$ cat src/rtl/bit_serializer_if.sv
// Handshake and serial-output bundle for bit_serializer.
// master drives parallel words in; slave is the serializer.
interface bit_serializer_if #(
    parameter int WIDTH = 8
) ();
    logic [WIDTH-1:0] in_data;
    logic             in_valid;
    logic             in_ready;
    logic             out_bit;
    logic             out_valid;
    logic             out_last;

    modport master (
        output in_data,
        output in_valid,
        input  in_ready,
        input  out_bit,
        input  out_valid,
        input  out_last
    );

    modport slave (
        input  in_data,
        input  in_valid,
        output in_ready,
        output out_bit,
        output out_valid,
        output out_last
    );
endinterface

$ cat src/rtl/bit_serializer.sv
// Parallel-to-serial converter with one holding buffer for gapless frames.
// Optional even-parity bit per frame when SER_PARITY_EN is defined.
module bit_serializer #(
    parameter int WIDTH     = 8,
    parameter bit MSB_FIRST = 1'b1
) (
    input  logic             clk,
    input  logic             reset,
    bit_serializer_if.slave  bus
);
`ifdef SER_PARITY_EN
    localparam int FRAME = WIDTH + 1;
`else
    localparam int FRAME = WIDTH;
`endif
    localparam int CW = $clog2(FRAME + 1);

    typedef enum logic [0:0] {
        IDLE  = 1'b0,
        SHIFT = 1'b1
    } state_e;

    state_e           state_q, state_d;
    logic [CW-1:0]    cnt_q, cnt_d;
    logic [WIDTH-1:0] shift_q, shift_d;
    logic [WIDTH-1:0] hold_q, hold_d;
    logic             hold_full_q, hold_full_d;
    logic [WIDTH-1:0] shift_nx_s;
    logic             accept_s;
    logic             last_s;
    logic             valid_s;
    logic             data_bit_s;

`ifdef SER_PARITY_EN
    logic             par_q, par_d;

    function automatic logic even_parity(input logic [WIDTH-1:0] w);
        return ^w;
    endfunction
`endif

    assign bus.in_ready = reset & ~hold_full_q;
    assign accept_s     = bus.in_valid & bus.in_ready;
    assign valid_s      = (state_q == SHIFT);
    assign last_s       = valid_s && (cnt_q == CW'(FRAME - 1));
    assign shift_nx_s   = MSB_FIRST ? {shift_q[WIDTH-2:0], 1'b0} : {1'b0, shift_q[WIDTH-1:1]};
    assign data_bit_s   = MSB_FIRST ? shift_q[WIDTH-1] : shift_q[0];

`ifdef SER_PARITY_EN
    assign bus.out_bit  = valid_s & ((cnt_q == CW'(WIDTH)) ? par_q : data_bit_s);
`else
    assign bus.out_bit  = valid_s & data_bit_s;
`endif
    assign bus.out_valid = valid_s;
    assign bus.out_last  = last_s;

    // Next-state: load, shift, refill from buffer or fall back to idle.
    always_comb begin
        state_d     = state_q;
        cnt_d       = cnt_q;
        shift_d     = shift_q;
        hold_d      = hold_q;
        hold_full_d = hold_full_q;
`ifdef SER_PARITY_EN
        par_d       = par_q;
`endif
        case (state_q)
            IDLE: begin
                if (accept_s) begin
                    state_d = SHIFT;
                    shift_d = bus.in_data;
                    cnt_d   = '0;
`ifdef SER_PARITY_EN
                    par_d   = even_parity(bus.in_data);
`endif
                end else begin
                    state_d = IDLE;
                end
            end
            SHIFT: begin
                if (last_s) begin
                    cnt_d = '0;
                    if (hold_full_q) begin
                        shift_d     = hold_q;
                        hold_full_d = 1'b0;
`ifdef SER_PARITY_EN
                        par_d       = even_parity(hold_q);
`endif
                    end else if (accept_s) begin
                        shift_d = bus.in_data;
`ifdef SER_PARITY_EN
                        par_d   = even_parity(bus.in_data);
`endif
                    end else begin
                        state_d = IDLE;
                    end
                end else begin
                    shift_d = shift_nx_s;
                    cnt_d   = cnt_q + CW'(1);
                    // A word arriving mid-frame parks in the buffer until the frame ends.
                    if (accept_s) begin
                        hold_d      = bus.in_data;
                        hold_full_d = 1'b1;
                    end else begin
                        hold_full_d = hold_full_q;
                    end
                end
            end
            default: begin
                state_d     = IDLE;
                cnt_d       = '0;
                hold_full_d = 1'b0;
            end
        endcase
    end

    // State register with synchronous active-low reset.
    always_ff @(posedge clk) begin
        if (!reset) begin
            state_q     <= IDLE;
            cnt_q       <= '0;
            shift_q     <= '0;
            hold_q      <= '0;
            hold_full_q <= 1'b0;
`ifdef SER_PARITY_EN
            par_q       <= 1'b0;
`endif
        end else begin
            state_q     <= state_d;
            cnt_q       <= cnt_d;
            shift_q     <= shift_d;
            hold_q      <= hold_d;
            hold_full_q <= hold_full_d;
`ifdef SER_PARITY_EN
            par_q       <= par_d;
`endif
        end
    end
endmodule
$ cat src/flat_wrapper.sv
// flat-port wrapper written by rule: the top's interface ports become plain ports
module bit_serializer_flat 
#(
    parameter int WIDTH     = 8,
    parameter bit MSB_FIRST = 1'b1
)
  (clk, reset, bus_in_data, bus_in_valid, bus_in_ready, bus_out_bit, bus_out_valid, bus_out_last);
  bit_serializer_if #(.WIDTH(WIDTH)) bus_i ();
  input  logic clk;
  input  logic reset;
  input wire logic [$bits(bus_i.in_data)-1:0] bus_in_data;
  input wire logic [$bits(bus_i.in_valid)-1:0] bus_in_valid;
  output wire logic [$bits(bus_i.in_ready)-1:0] bus_in_ready;
  output wire logic [$bits(bus_i.out_bit)-1:0] bus_out_bit;
  output wire logic [$bits(bus_i.out_valid)-1:0] bus_out_valid;
  output wire logic [$bits(bus_i.out_last)-1:0] bus_out_last;
  assign bus_i.in_data = bus_in_data;
  assign bus_i.in_valid = bus_in_valid;
  assign bus_in_ready = bus_i.in_ready;
  assign bus_out_bit = bus_i.out_bit;
  assign bus_out_valid = bus_i.out_valid;
  assign bus_out_last = bus_i.out_last;
  bit_serializer #(.WIDTH(WIDTH), .MSB_FIRST(MSB_FIRST)) u_core (.clk(clk), .reset(reset), .bus(bus_i));
endmodule
$ cat config.mk
export PLATFORM = sky130hd
export DESIGN_NAME = bit_serializer_flat
export DESIGN_NICKNAME = d
export VERILOG_FILES = /design/src/rtl/bit_serializer_if.sv /design/src/rtl/bit_serializer.sv /design/src/flat_wrapper.sv
export SDC_FILE = /design/constraint.sdc
export NUM_CORES = 1
export LEC_CHECK = 0
export CAP_MARGIN = 20
export CORE_MARGIN = 2
export CORE_UTILIZATION = 49
export CTS_CLUSTER_SIZE = 16
export DETAILED_ROUTE_END_ITERATION = 10
export PLACE_DENSITY = 0.73
export SYNTH_ARGS = -nofsm -noshare
export SYNTH_HDL_FRONTEND = slang
export SYNTH_SLANG_ARGS = --single-unit
$ cat constraint.sdc
create_clock -name clk -period 2.9 [get_ports clk]
set_clock_uncertainty 0.05 [all_clocks]
set_input_delay 0.58 -clock clk [delete_from_list [all_inputs] [get_ports clk]]
set_output_delay 0.58 -clock clk [all_outputs]
set_load 0.02 [all_outputs]
After elaboration in Yosys (flattened, before gate mapping)
Cells that the tools add are included.
{"block": "word_totals", "output_inout_bits": 4, "register_bits": 22, "mem_count": 0, "ramBits": 0, "romBits": 0, "latchBits": 0}
{"block": "op_classes", "n_lt_le_gt_ge": 0, "n_bitwise": 6, "eq_ne": 2, "reduce_logical": 4, "shifts": 0, "mul": 0, "n_mux": 13, "n_div": 0, "add_sub_neg": 1}
{"cell": "8-bit two-way mux", "count": 3}
{"cell": "8-bit one-hot mux with 2 select lines", "count": 1}
{"cell": "4-bit two-way mux", "count": 2}
{"cell": "4-bit one-hot mux with 2 select lines", "count": 1}
{"cell": "1-bit two-way mux", "count": 5}
{"cell": "4-bit by 1-bit adder with 4-bit output, second input constant", "count": 1}
{"cell": "4-bit by 3-bit equality test with 1-bit output, second input constant", "count": 1}
{"cell": "1-bit bitwise AND", "count": 3}
{"cell": "1-bit inverter", "count": 3}
{"cell": "3-bit AND reduction", "count": 1}
{"cell": "2-bit by 1-bit != test with 1-bit output, second input constant", "count": 1}
{"cell": "1-bit one-hot mux with 2 select lines", "count": 1}
{"cell": "2-bit AND reduction", "count": 1}
{"cell": "2-bit nonzero test", "count": 1}
{"cell": "1-bit logical AND", "count": 1}

Longest topological paths before layout
{"block": "logic_depth", "word_depth": 7, "ltp_mapped": 6, "depth_no_buf": 5}

Worst setup path after synthesis
OpenSTA, ideal clock, no wires.
{"block": "synth_path", "kind": "reg2out", "from": "register u_core.cnt_q[0]", "to": "output bus_out_last", "path_buffers": 1, "t_arrival_ns": 1.181, "path_stages_with_launch": 5, "setup_slack_ns": 1.089, "path_cell_list": "dfxtp_1 -> ha_1 -> nand3b_4 -> buf_2 -> nor2_1"}
{"block": "synth_between", "elab_chain_cells": 2}
{"item": "from (decl)", "line_no": "bit_serializer.sv:24", "source": "logic [CW-1:0] cnt_q, cnt_d;"}
{"item": "from (signal assigned)", "line_no": "bit_serializer.sv:130", "source": "cnt_q <= cnt_d;"}
{"item": "4-bit by 3-bit equality test with 1-bit output", "line_no": "bit_serializer.sv:45", "source": "assign last_s = valid_s && (cnt_q == CW'(FRAME - 1));"}
{"item": "1-bit logical AND", "line_no": "bit_serializer.sv:45"}
{"item": "to (decl)", "line_no": "flat_wrapper.sv:16", "source": "output wire logic [$bits(bus_i.out_last)-1:0] bus_out_last;"}
No other way between the ends.

Worst setup path in the final report
Ends and elaborated chain as after synthesis.

==> summary.md <==
| Metric | Value |
|---|---|
| Row cnt | 17 |
| Clk sink count | 22 |
| Drt pass-1 iters | 4 |
| Total Nets Final | 153 |
| Drt drc | 0 |
| Core area | 0.00221 mm2 |
| Worst Max-Slew Pin Slew | 558 ps |
| Root buffer cell | clkbuf_4 |
| GRT Resource Usage Total | 19.5% |
| CTS tree | done |
| Reg2reg setup slack | 1080 ps |
| Post-DP HPWL | 1.56 mm |
| Yosys top cell area share | 38.3% |
| Synth Instances | 127 |
| Reg clk slew, reported paths | 120 ps |
| Grt met2 use | 34.0% |
| Worst EP arrival | 2010 ps |
| Most frequent cells in the layout | dfxtp_1, mux2i_1, nor2_1, a21oi_1, clkdlybuf4s50_1 |
| Hold_buf cts | 0 |
| Critical path startpoint category | flip-flop |
| Net Count, Synth | 139 |
| Initial core utilization | 52.0% |
| Worst skew pair latency | 310 ps |
| Starting DRT DRC Count | 15 |
| EDFF count, synth | 0 |
| Die Ht | 52.4 um |
| Synth async-reset ratio | 0% |
| Vias in the first global route | 914 |
| GPL Wtd Cong | 0.755 |
| I/O pin count | 15 |
| Ys flop type | dfxtp_1 |
| Post-CTS Resized | 0 |
| DR vias | 908 |
| Met1 Use GR | 23.4% |
| Worst Path Max Fanout | 17 |
| Antenna diodes | 0 |
| Maximum clock insertion buffer count | 2 |
| VDD IR max | 277 uV |
| Top post-synthesis cells by area | dfxtp_1, mux2i_1, a221oi_2 |
| Sequential share of the synthesized area | 38.3% |
| Critical-path top delay cell | clkdlybuf4s50_1 |
| Final setup vio count | 0 |
| Synth unique cells | 26 |
| PortBufs | 14 |
| Post-Syn Area | 0.00115 mm2 |
| Post-synthesis register bit count | 22 |
| Largest net degree at the start of global routing | 20 |
| Synthesis warning total | 0 |
| Critical Path End Type | output pin |
| Die Area | 0.00275 mm2 |
| RSZ-0062 raised after global routing | no |
| Hold crit path type | reg2reg |
| Antenna-violating nets left | 0 |
| Routed WL | 2.26 mm |
| Worst path cell trace | ha_1 > nand3b_4 > nor2_1 > clkdlybuf4s50_1 |
| Required time worst endpoint | 2270 ps |
| Hold slack | 419 ps |
| CTS buffer count | 3 |
| F_max | 0.378 GHz |
| Final worst slack | 257 ps |
| Commonest non-fill, non-tap cell in the layout | dfxtp_1 |
| First-pass GRT wire length | 3.96 mm |
| Pre-CTS setup slack | 302 ps |
| FILL cells | 209 |
| Initial antenna violation count | 0 |
| Period utilisation layout | 91.1% |
| Post-DR vias/cell | 5.44 |
| Die width | 52.4 um |
| Crit Path Category | reg2out |
| Post-CTS setup buffer count | 0 |
| Area Overhead vs Synth | 14.9% |
| PwrDens | 443 mW/mm2 |
| Register Area | 440 um2 |
| Leak Pwr | 0.541 nW |
| GRT busiest layer | met2 |
| Worst rel slew slack | 62.7% |
| Crit-path max cell delay | 630 ps |
| Grt ovf | 0 |
| Cell taking the most area after synthesis | dfxtp_1 |
| Status | finished clean |
| Multi-input logic area | 634 um2 |
| Share of layout cells above drive strength 1 | 10.8% |
| H-tree levels | 1 |
| Hold Fails Final Rpt | 0 |
| WL/cell | 13.5 um |
| Final TNS setup | 0 ps |
| Max-cap violation count | 0 |
| Grt met3 use | 3.43% |
| Final Max Slew Viols | 0 |
| Final min period | 2640 ps |
| Post-Syn Area per Cell | 9.05 um2 |
==> path summary, 6_finish.rpt <==
path                                       start                 to  cells after the start
worst max register to register   u_core.cnt_q[0]   u_core.hold_q[6]                      5
worst max-delay path             u_core.cnt_q[0]       bus_out_last                      4
worst min-delay path            u_core.hold_q[0]  u_core.shift_q[0]                      2
worst min register to register  u_core.hold_q[0]  u_core.shift_q[0]                      2
==> Yosys cell counts (2+ instances only) <==
library cell,n
inv_1,7
a21oi_1,14
nor2_1,14
o21ai_1,9
nand2_1,6
nand3_1,5
mux2i_1,16
clkbuf_1,3
dfxtp_1,22
buf_6,2
nand3b_1,2
a22oi_1,2
and3_1,2
mux2_1,5
buf_2,3
a221oi_2,5
==> flip-flops by register name (all words and copies together), names as in the netlist <==
name	cells
u_core.hold_full_q	1
u_core.shift_q	8
u_core.cnt_q	4
u_core.hold_q	8
u_core.bus.out_valid	1
==> power by group <==
part | leakage (nW) | internal [mW] | switching (mW) | total (mW)
combinational | 0.348 | 0.0544 | 0.0550 | 0.109
sequential | 0.180 | 0.320 | 0.0141 | 0.334
clock | 0.0138 | 0.0486 | 0.0942 | 0.143
==> cells by family after synthesis <==
group	count (synthesis)	share of synthesized area, %
AND/OR/NAND/NOR	35	15.7
AO/OA/AOI/OAI	33	19.6
flip-flops	22	38.3
multiplexers	21	18.8
buffers and inverters	15	6.53
adder cells (fa/ha/maj)	1	1.09
==> routing by layer <==
| layer | vias to the layer above | wire, um |
|---|---|---|
| met3 | 4 | 65 |
| met2 | 12 | 1120 |
| li1 | 479 | - |
| met1 | 413 | 1040 |
| met4 | 0 | 33 |
| met5 | - | 0 |
==> layout make-up <==
class	count	share of cell area [%]
multi-input combinational	90	48.0
sequential	22	33.3
timing repair buffer	17	12.3
tap	28	2.65
inverter	7	1.99
clock buffer	3	1.70
==> critical path: cells and delay by family, from the launching register on <==
kind | cells | cell delay (ps)
simple gates | 2 | 430
fa+ha+maj | 1 | 260
flops | 1 | 390
buf+inv | 1 | 630
==> through the flow <==
stage               area (um2)  cells  power, mW  utilization (%)
finish                    1320    167      0.586             59.7
global route              1320    167      0.614             59.7
CTS                       1320    167      0.589             59.7
detailed placement        1300    164      0.450             58.7
global placement          1300    164      0.448             58.7
floorplan                 1150    127      0.415                -
Power figures use the tool's default switching activity.
